--- config.mk ---
export PLATFORM = sky130hd
export DESIGN_NAME = sdram_fifo_sched_flat
export DESIGN_NICKNAME = d
export VERILOG_FILES = /design/src/rtl/sdram_fifo_sched_if.sv /design/src/rtl/sdram_fifo_sched.sv /design/src/flat_wrapper.sv
export SDC_FILE = /design/constraint.sdc
export NUM_CORES = 1
export LEC_CHECK = 0
export BUFFER_PORTS_ARGS = -buffer_cell sky130_fd_sc_hd__buf_4
export CELL_PAD_IN_SITES_DETAIL_PLACEMENT = 1
export CELL_PAD_IN_SITES_GLOBAL_PLACEMENT = 2
export CORE_ASPECT_RATIO = 2
export CORE_UTILIZATION = 32
export DETAILED_ROUTE_END_ITERATION = 16
export GPL_ROUTABILITY_DRIVEN = 0
export HOLD_SLACK_MARGIN = 0.15
export MAX_ROUTING_LAYER = met4
export PLACE_DENSITY_LB_ADDON = 0.08
export REMOVE_ABC_BUFFERS = 1
export SLEW_MARGIN = 20
export SYNTH_ARGS = -nofsm -noshare
export SYNTH_HDL_FRONTEND = slang
export SYNTH_SLANG_ARGS = --single-unit
--- constraint.sdc ---
create_clock -name sys_clk -period 3.5 [get_ports sys_clk]
set_input_delay 0 -clock sys_clk [delete_from_list [all_inputs] [get_ports sys_clk]]
set_output_delay 0 -clock sys_clk [all_outputs]
set_load 0.03 [all_outputs]
--- src/rtl/sdram_fifo_sched_if.sv ---
// Handshake bundle between the FIFO/SDRAM scheduler and its surroundings.
// master = scheduler side, slave = FIFO glue plus SDRAM controller side.
interface sdram_fifo_sched_if;
    logic        init_end;
    logic [9:0]  wr_fifo_num;
    logic [9:0]  rd_fifo_num;
    logic        read_valid;
    logic        sdram_wr_ack;
    logic        sdram_rd_ack;
    logic        sdram_wr_req;
    logic [23:0] sdram_wr_addr;
    logic [9:0]  wr_burst_len;
    logic        sdram_rd_req;
    logic [23:0] sdram_rd_addr;
    logic [9:0]  rd_burst_len;
    logic        wr_fifo_rd_en;
    logic        rd_fifo_wr_en;
    logic [24:0] fill_words;
    logic        sched_err;

    modport master (
        input  init_end, wr_fifo_num, rd_fifo_num, read_valid, sdram_wr_ack, sdram_rd_ack,
        output sdram_wr_req, sdram_wr_addr, wr_burst_len, sdram_rd_req, sdram_rd_addr,
               rd_burst_len, wr_fifo_rd_en, rd_fifo_wr_en, fill_words, sched_err
    );

    modport slave (
        output init_end, wr_fifo_num, rd_fifo_num, read_valid, sdram_wr_ack, sdram_rd_ack,
        input  sdram_wr_req, sdram_wr_addr, wr_burst_len, sdram_rd_req, sdram_rd_addr,
               rd_burst_len, wr_fifo_rd_en, rd_fifo_wr_en, fill_words, sched_err
    );
endinterface

--- src/rtl/sdram_fifo_sched.sv ---
// Ring-buffer burst scheduler between local FIFOs and the SDRAM controller.
// Optional watchdog enabled by defining SDRAM_FIFO_SCHED_TIMEOUT_EN.
module sdram_fifo_sched #(
    parameter logic [23:0] ADDR_BEGIN    = 24'd0,
    parameter logic [23:0] ADDR_END      = 24'd1000,
    parameter logic [9:0]  BURST_LEN     = 10'd10,
    parameter logic [9:0]  RD_FIFO_LIMIT = 10'd16,
    parameter logic [15:0] TIMEOUT_CYC   = 16'd1000
) (
    input logic                sys_clk,
    input logic                sys_rst_n,
    sdram_fifo_sched_if.master bus
);
    typedef enum logic [2:0] {IDLE, WR_REQ, WR_BURST, RD_REQ, RD_BURST} state_t;

    localparam logic [24:0] REGION  = {1'b0, ADDR_END} - {1'b0, ADDR_BEGIN};
    localparam logic [24:0] BURST_W = {15'd0, BURST_LEN};

    state_t      state, state_nxt;
    logic        last_rd;
    logic        wr_ack_d, rd_ack_d;
    logic        wr_req_q, rd_req_q;
    logic [23:0] wr_addr, rd_addr, wr_addr_nxt, rd_addr_nxt;
    logic [24:0] fill, wr_sum, rd_sum;
    logic        wr_ok, rd_ok, grant_wr, grant_rd;
    logic        wr_done, rd_done, timeout;

    always_comb begin
        wr_ok    = bus.init_end && (bus.wr_fifo_num >= BURST_LEN) && (fill + BURST_W <= REGION);
        rd_ok    = bus.init_end && bus.read_valid && (fill >= BURST_W)
                   && (bus.rd_fifo_num < RD_FIFO_LIMIT);
        // On a tie the side that did not win last time gets the grant.
        grant_wr = (state == IDLE) && wr_ok && (!rd_ok || last_rd);
        grant_rd = (state == IDLE) && rd_ok && !grant_wr;
        wr_done  = (state == WR_BURST) && wr_ack_d && !bus.sdram_wr_ack && !timeout;
        rd_done  = (state == RD_BURST) && rd_ack_d && !bus.sdram_rd_ack && !timeout;
        wr_sum      = {1'b0, wr_addr} + BURST_W;
        rd_sum      = {1'b0, rd_addr} + BURST_W;
        wr_addr_nxt = (wr_sum == {1'b0, ADDR_END}) ? ADDR_BEGIN : wr_sum[23:0];
        rd_addr_nxt = (rd_sum == {1'b0, ADDR_END}) ? ADDR_BEGIN : rd_sum[23:0];
    end

    always_comb begin
        state_nxt = state;
        case (state)
            IDLE: begin
                if (grant_wr)      state_nxt = WR_REQ;
                else if (grant_rd) state_nxt = RD_REQ;
            end
            WR_REQ:   if (bus.sdram_wr_ack) state_nxt = WR_BURST;
            WR_BURST: if (wr_done)          state_nxt = IDLE;
            RD_REQ:   if (bus.sdram_rd_ack) state_nxt = RD_BURST;
            RD_BURST: if (rd_done)          state_nxt = IDLE;
            default:                        state_nxt = IDLE;
        endcase
        if (timeout) state_nxt = IDLE;
    end

    always_ff @(posedge sys_clk or negedge sys_rst_n) begin
        if (!sys_rst_n) begin
            state    <= IDLE;
            last_rd  <= 1'b1;
            wr_ack_d <= 1'b0;
            rd_ack_d <= 1'b0;
            wr_req_q <= 1'b0;
            rd_req_q <= 1'b0;
            wr_addr  <= ADDR_BEGIN;
            rd_addr  <= ADDR_BEGIN;
            fill     <= '0;
        end else begin
            state    <= state_nxt;
            wr_ack_d <= bus.sdram_wr_ack;
            rd_ack_d <= bus.sdram_rd_ack;
            wr_req_q <= (state_nxt == WR_REQ);
            rd_req_q <= (state_nxt == RD_REQ);
            if (grant_wr)      last_rd <= 1'b0;
            else if (grant_rd) last_rd <= 1'b1;
            if (wr_done) begin
                wr_addr <= wr_addr_nxt;
                fill    <= fill + BURST_W;
            end else if (rd_done) begin
                rd_addr <= rd_addr_nxt;
                fill    <= fill - BURST_W;
            end
        end
    end

`ifdef SDRAM_FIFO_SCHED_TIMEOUT_EN
    logic [15:0] busy_cnt;
    logic        err_q;

    assign timeout = (state != IDLE) && (busy_cnt == TIMEOUT_CYC - 16'd1);

    always_ff @(posedge sys_clk or negedge sys_rst_n) begin
        if (!sys_rst_n) begin
            busy_cnt <= '0;
            err_q    <= 1'b0;
        end else begin
            busy_cnt <= (state == IDLE) ? '0 : busy_cnt + 16'd1;
            if (timeout) err_q <= 1'b1;
        end
    end

    assign bus.sched_err = err_q;
`else
    assign timeout       = 1'b0;
    assign bus.sched_err = 1'b0;
`endif

    assign bus.sdram_wr_req  = wr_req_q;
    assign bus.sdram_rd_req  = rd_req_q;
    assign bus.sdram_wr_addr = wr_addr;
    assign bus.sdram_rd_addr = rd_addr;
    assign bus.wr_burst_len  = BURST_LEN;
    assign bus.rd_burst_len  = BURST_LEN;
    assign bus.wr_fifo_rd_en = bus.sdram_wr_ack;
    assign bus.rd_fifo_wr_en = bus.sdram_rd_ack;
    assign bus.fill_words    = fill;
endmodule
--- src/flat_wrapper.sv ---
// flat-port wrapper written by rule: the top's interface ports become plain ports
module sdram_fifo_sched_flat 
#(
    parameter logic [23:0] ADDR_BEGIN    = 24'd0,
    parameter logic [23:0] ADDR_END      = 24'd1000,
    parameter logic [9:0]  BURST_LEN     = 10'd10,
    parameter logic [9:0]  RD_FIFO_LIMIT = 10'd16,
    parameter logic [15:0] TIMEOUT_CYC   = 16'd1000
)
  (sys_clk, sys_rst_n, bus_init_end, bus_wr_fifo_num, bus_rd_fifo_num, bus_read_valid, bus_sdram_wr_ack, bus_sdram_rd_ack, bus_sdram_wr_req, bus_sdram_wr_addr, bus_wr_burst_len, bus_sdram_rd_req, bus_sdram_rd_addr, bus_rd_burst_len, bus_wr_fifo_rd_en, bus_rd_fifo_wr_en, bus_fill_words, bus_sched_err);
  sdram_fifo_sched_if bus_i ();
  input logic sys_clk;
  input logic sys_rst_n;
  input wire logic [$bits(bus_i.init_end)-1:0] bus_init_end;
  input wire logic [$bits(bus_i.wr_fifo_num)-1:0] bus_wr_fifo_num;
  input wire logic [$bits(bus_i.rd_fifo_num)-1:0] bus_rd_fifo_num;
  input wire logic [$bits(bus_i.read_valid)-1:0] bus_read_valid;
  input wire logic [$bits(bus_i.sdram_wr_ack)-1:0] bus_sdram_wr_ack;
  input wire logic [$bits(bus_i.sdram_rd_ack)-1:0] bus_sdram_rd_ack;
  output wire logic [$bits(bus_i.sdram_wr_req)-1:0] bus_sdram_wr_req;
  output wire logic [$bits(bus_i.sdram_wr_addr)-1:0] bus_sdram_wr_addr;
  output wire logic [$bits(bus_i.wr_burst_len)-1:0] bus_wr_burst_len;
  output wire logic [$bits(bus_i.sdram_rd_req)-1:0] bus_sdram_rd_req;
  output wire logic [$bits(bus_i.sdram_rd_addr)-1:0] bus_sdram_rd_addr;
  output wire logic [$bits(bus_i.rd_burst_len)-1:0] bus_rd_burst_len;
  output wire logic [$bits(bus_i.wr_fifo_rd_en)-1:0] bus_wr_fifo_rd_en;
  output wire logic [$bits(bus_i.rd_fifo_wr_en)-1:0] bus_rd_fifo_wr_en;
  output wire logic [$bits(bus_i.fill_words)-1:0] bus_fill_words;
  output wire logic [$bits(bus_i.sched_err)-1:0] bus_sched_err;
  assign bus_i.init_end = bus_init_end;
  assign bus_i.wr_fifo_num = bus_wr_fifo_num;
  assign bus_i.rd_fifo_num = bus_rd_fifo_num;
  assign bus_i.read_valid = bus_read_valid;
  assign bus_i.sdram_wr_ack = bus_sdram_wr_ack;
  assign bus_i.sdram_rd_ack = bus_sdram_rd_ack;
  assign bus_sdram_wr_req = bus_i.sdram_wr_req;
  assign bus_sdram_wr_addr = bus_i.sdram_wr_addr;
  assign bus_wr_burst_len = bus_i.wr_burst_len;
  assign bus_sdram_rd_req = bus_i.sdram_rd_req;
  assign bus_sdram_rd_addr = bus_i.sdram_rd_addr;
  assign bus_rd_burst_len = bus_i.rd_burst_len;
  assign bus_wr_fifo_rd_en = bus_i.wr_fifo_rd_en;
  assign bus_rd_fifo_wr_en = bus_i.rd_fifo_wr_en;
  assign bus_fill_words = bus_i.fill_words;
  assign bus_sched_err = bus_i.sched_err;
  sdram_fifo_sched #(.ADDR_BEGIN(ADDR_BEGIN), .ADDR_END(ADDR_END), .BURST_LEN(BURST_LEN), .RD_FIFO_LIMIT(RD_FIFO_LIMIT), .TIMEOUT_CYC(TIMEOUT_CYC)) u_core (.sys_clk(sys_clk), .sys_rst_n(sys_rst_n), .bus(bus_i));
endmodule
Word level (Yosys, flattened, before mapping). Cells that the tools add are included. Widths: inputs -> output; s select.

Bits in registers: 81. Input port bits: 26. Output and inout port bits: 98. Word-level logic and storage cells: 61.

Add/sub/neg operators: 4. Order comparisons: 4. Equal/unequal tests: 8. Mux-type cells: 13. Bitwise logic cells: 1. Reduce and logical (&&, ||, !) cells: 22.

Operators by type and width (count): $add 24x4->25 const B (2); $eq 25x10->1 const B (2); $mux 25 (2); $mux 24 (2); $add 25x4->25 const B (1); $ge 25x4->1 const B (1); $le 25x10->1 const B (1); $sub 25x4->25 const B (1); $mux 3 (6); $pmux 3 s5 (1); $logic_and 1x1->1 (13); $ge 10x4->1 const B (1); $lt 10x5->1 const B (1); $eq 3x2->1 const B (3); $eq 3x1->1 const B (2); $logic_not 1->1 (4); $reduce_bool 2->1 (2); $eq 3x3->1 const B (1); $logic_not 3->1 (1); $mux 1 (2); $reduce_and 2->1 (1); $logic_or 1x1->1 (1); $not 1->1 (1).

Depth between registers and ports, before layout.
Depth in word-level cells: 12. Gate-level depth with buffers: 9. Depth with buffers taken out: 8.

Worst setup path before layout. Ideal clock, no wire load.

Path type: flip-flop to flip-flop. Start point: register u_core.fill[1] (netlist: u_core.bus.fill_words[1]). End point: register u_core.state[0]. Setup time: 0.078 ns. Data arrival time: 2.731 ns. Required time: 3.422 ns. Slack: 0.691 ns. Cell stages (with the launch flop): 9. Path buffers: 0. Clock period less this slack: 2.809 ns. Cells stage by stage: dfrtp_1 -> ha_1 -> o211ai_1 -> nor4_2 -> or3b_1 -> a31oi_2 -> o2111ai_2 -> a2111oi_4 -> o21bai_1.

Cells in the longest elaborated chain, start to end: 11. Elaborated cells on any way between the ends: 16. Classes of those cells: add/sub: 1; order compare: 2; mux: 3; reduce/logical: 10.

Ends and longest elaborated chain: start, declared (line sdram_fifo_sched.sv:24) `logic [24:0] fill, wr_sum, rd_sum;`; start signal, assigned (line sdram_fifo_sched.sv:80) `fill <= fill + BURST_W;`; start signal, assigned (line sdram_fifo_sched.sv:83) `fill <= fill - BURST_W;`; branches (longest 9 deep; another with $add 25x4->25); $mux 3 * (line sdram_fifo_sched.sv:47) `if (grant_wr) state_nxt = WR_REQ;`; $pmux 3 s5 * (line sdram_fifo_sched.sv:45) `case (state)`; via u_core.state_nxt[0] (line sdram_fifo_sched.sv:19) `state_t state, state_nxt;`; end signal, assigned (line sdram_fifo_sched.sv:71) `state <= state_nxt;`; end, declared (line sdram_fifo_sched.sv:19).

Mark *: on every way through the listed nets, which the timed path passes. A chain may end at the register's enable or synchronous reset.

Worst setup path after layout.
Start point: register u_core.fill[4] (netlist: u_core.bus.fill_words[4]). End point: register u_core.state[0].

The elaborated chain is that of the path after synthesis.

==> out/metrics.csv <==
metric;value;unit
status;finished, final reports clean;
CTS sink cnt;78;
Core Rows;67;
antenna-violating nets left;0;
Root Driver;sky130_fd_sc_hd__clkbuf_16;
Hold WC Path Type;in -> reg;
via count of the first global-routing pass;5628;
count of yosys warnings during synthesis;0;
met1 wire length;6.48;mm
Worst Max-Slew Pin Slew;0.788;ns
DIE AREA;17600;µm²
kind of capture point of the worst setup path;flip-flop;
cells after synthesis;640;
count of distinct cell types in the synthesized netlist;73;
CP max FO;12;
async set-or-reset flop fraction in the synthesized netlist;100;%
cell type contributing the most total cell area after synthesis;sky130_fd_sc_hd__dfrtp_1;
total routed wirelength;18.4;mm
max_cap viols;0;
IR drop worst, VDD;0.253;mV
number of CTS-inserted buffers;9;
topmost layer with routed signal wires;met4;
final count of hold timing violations;0;
Vias/cell;5.56;
die span in y;187;µm
number of port buffers;94;
number of optimization iterations in the first detailed-route pass;4;
area growth from synthesis to layout;21.7;%
number of placed I/O pins;124;
total setup violations reported at the end of the flow;0;
number of diodes added for antenna fixing;0;
fraction of post-synthesis cell area in the top cell type by area;35.3;%
initial cell density of the core;32.7;%
final number of max-transition violations;0;
CP Data Required Time;3.77;ns
WL/cell;19.6;µm
placeable core region;16700;µm²
later-pin clock latency in the skew report;0.35;ns
register clock-pin slew on the reported worst setup and hold paths;0.07;ns
dpl hpwl;14.2;mm
CP Data Arrival Time;3.12;ns
kind of start point of the critical path;flip-flop;
top_reg_cell synth;sky130_fd_sc_hd__dfrtp_1;
fin crit period;2.84;ns
wire length of the first global-routing pass;29.9;mm
mean post-synth cell area;8.52;µm²
Worst Path Class, Setup;reg -> reg;
pin count of the biggest net entering global routing;55;
Worst Hold Margin;0.225;ns
clock tree from TritonCTS;yes;
share of cells above drive strength 1;20.4;%
number of antenna violations at the first check in global routing;0;
Overflow after GRT;0;
number of synthesized flops with an enable pin;0;
post-synthesis register bit count;78;
clock skew after layout;0.0114;ns
maximum clock path buffer count;2;
portion of the clock cycle consumed by the worst path in the final layout;81.3;%
Starting DRT DRC Count;144;
total standard cell area after synthesis;5450;µm²
remaining design rule violation count;0;
most repeated cell in the gate-level netlist after synthesis;sky130_fd_sc_hd__dfrtp_1;
met2 wire length;10.7;mm
Filler Cells Inserted;2020;
met3 routed wirelength;517;µm
RSZ-0062 raised after global routing;false;
cell types occupying the most area after synthesis;sky130_fd_sc_hd__dfrtp_1 35%, sky130_fd_sc_hd__xnor2_1 6.4%, sky130_fd_sc_hd__xor2_1 4.7%, sky130_fd_sc_hd__nand2_1 4.4%, sky130_fd_sc_hd__nor2_1 3.9%;
list of most frequent post-synthesis cells;77 x sky130_fd_sc_hd__dfrtp_1, 64 x sky130_fd_sc_hd__nand2_1, 56 x sky130_fd_sc_hd__nor2_1;
top achievable clock speed;352;MHz
total number of vias;5221;
Pleak;2.91;nW
net count of the finished layout;759;
Die Wd;94.3;µm
CTS H-tree lvls;3;
total negative slack;0;ns
ratio of total power to cell area;451;nW/µm²
proportion of synthesized chip area in sequential cells;35.8;%
worst rel slew slack;47.0;%
total track usage;22.6;%
-- worst max-delay path: stages (launching register included) --
cell	delay, ns
sky130_fd_sc_hd__dfrtp_1	0.53
sky130_fd_sc_hd__or4_1	0.64
sky130_fd_sc_hd__nor3_1	0.27
sky130_fd_sc_hd__nand4_1	0.25
sky130_fd_sc_hd__o21ai_2	0.25
sky130_fd_sc_hd__o2111ai_2	0.15
sky130_fd_sc_hd__a2111oi_4	0.50
sky130_fd_sc_hd__o21bai_1	0.18
-- kinds of logic (layout without fill, tap and decap cells) --
logic type,count (synthesis),after routing,synth area share (%)
other,2,24,0.138
multiplexers,4,4,0.780
flip-flops,78,78,35.8
AND/OR/NAND/NOR,287,287,28.2
adder cells (fa/ha/maj),6,6,1.38
buffers and inverters,76,146,7.41
AO/OA/AOI/OAI,118,118,15.2
XOR/XNOR,69,69,11.1
-- path summary, 6_finish.rpt --
check                      cells after the start                     endpoint                     start  slack, ns
max                                            7              u_core.state[0]  u_core.bus.fill_words[4]       0.66
min                                            4               u_core.last_rd        bus_rd_fifo_num[9]       0.23
min reg2reg                                    2               u_core.last_rd            u_core.last_rd       0.48
min in group asynchronous                      2  u_core.bus.sdram_wr_addr[6]                 sys_rst_n       0.25
max in group asynchronous                      3               u_core.last_rd                 sys_rst_n       2.36
max reg2reg                                    7              u_core.state[0]  u_core.bus.fill_words[4]       0.66
-- state kept, by name, summed over array words and instances (netlist names) --
| signal | count |
|---|---|
| u_core.bus.sdram_rd_req | 1 |
| u_core.bus.sdram_wr_req | 1 |
| u_core.bus.fill_words | 24 |
| u_core.state | 3 |
| u_core.bus.sdram_wr_addr | 23 |
| u_core.rd_ack_d | 1 |
| u_core.wr_ack_d | 1 |
| u_core.last_rd | 1 |
| u_core.bus.sdram_rd_addr | 23 |
-- layer usage --
metal  GRT usage (%)  up-vias
met5               -        -
met4            10.5        0
met3            2.49       46
met2            42.8      119
met1            21.9     2609
li1                -     2447
-- placed cells by master, fill, tap and decap left out, drive strengths merged, types with 9 or more instances in the layout --
cell,instances
buf,115
inv,15
a31oi,9
xnor2,40
clkbuf,9
nand2,64
conb,24
nor3,22
nor2,56
xor2,29
nor4,12
o21ai,26
a21oi,24
nand3,38
o211ai,9
nand4,26
dfrtp,77
and3,9
-- area by class of cell --
type | instances | area [µm²] | share of cell area [%]
clock buffers | 9 | 225 | 3.39
flip-flops and latches | 78 | 1950 | 29.4
repair buffers | 118 | 893 | 13.5
multi-input cells | 508 | 3180 | 47.9
inverters | 12 | 45.0 | 0.679
well taps | 207 | 259 | 3.90
clock inverters | 7 | 80.1 | 1.21
-- power breakdown --
| group | internal, mW | switching, mW |
|---|---|---|
| logic | 0.318 | 0.564 |
| clock network | 0.562 | 0.442 |
| registers | 0.970 | 0.137 |
| total | 1.85 | 1.14 |
-- through the flow --
| stage | cell area [µm²] | util, % | power, mW | instances | worst slack [ns] |
|---|---|---|---|---|---|
| 6_report | 6630 | 39.8 | 2.99 | 939 | 0.656 |
| 5_1_grt | 6630 | 39.8 | 3.15 | 939 | 0.389 |
| 4_1_cts | 6630 | 39.8 | 3.04 | 939 | 0.645 |
| 3_5_place_dp | 6300 | 37.8 | 2.01 | 920 | 0.647 |
| 3_3_place_gp | 6300 | 37.8 | 1.99 | 920 | 0.681 |
| 2_1_floorplan | 5180 | - | 1.63 | 598 | 0.673 |
-- timing repair --
item,in CTS,in global routing
hold endpoints to repair,60,0
hold buffers,3,0
gates resized for setup,0,0
buffers inserted,0,0
(Power assumes the default switching activity.)
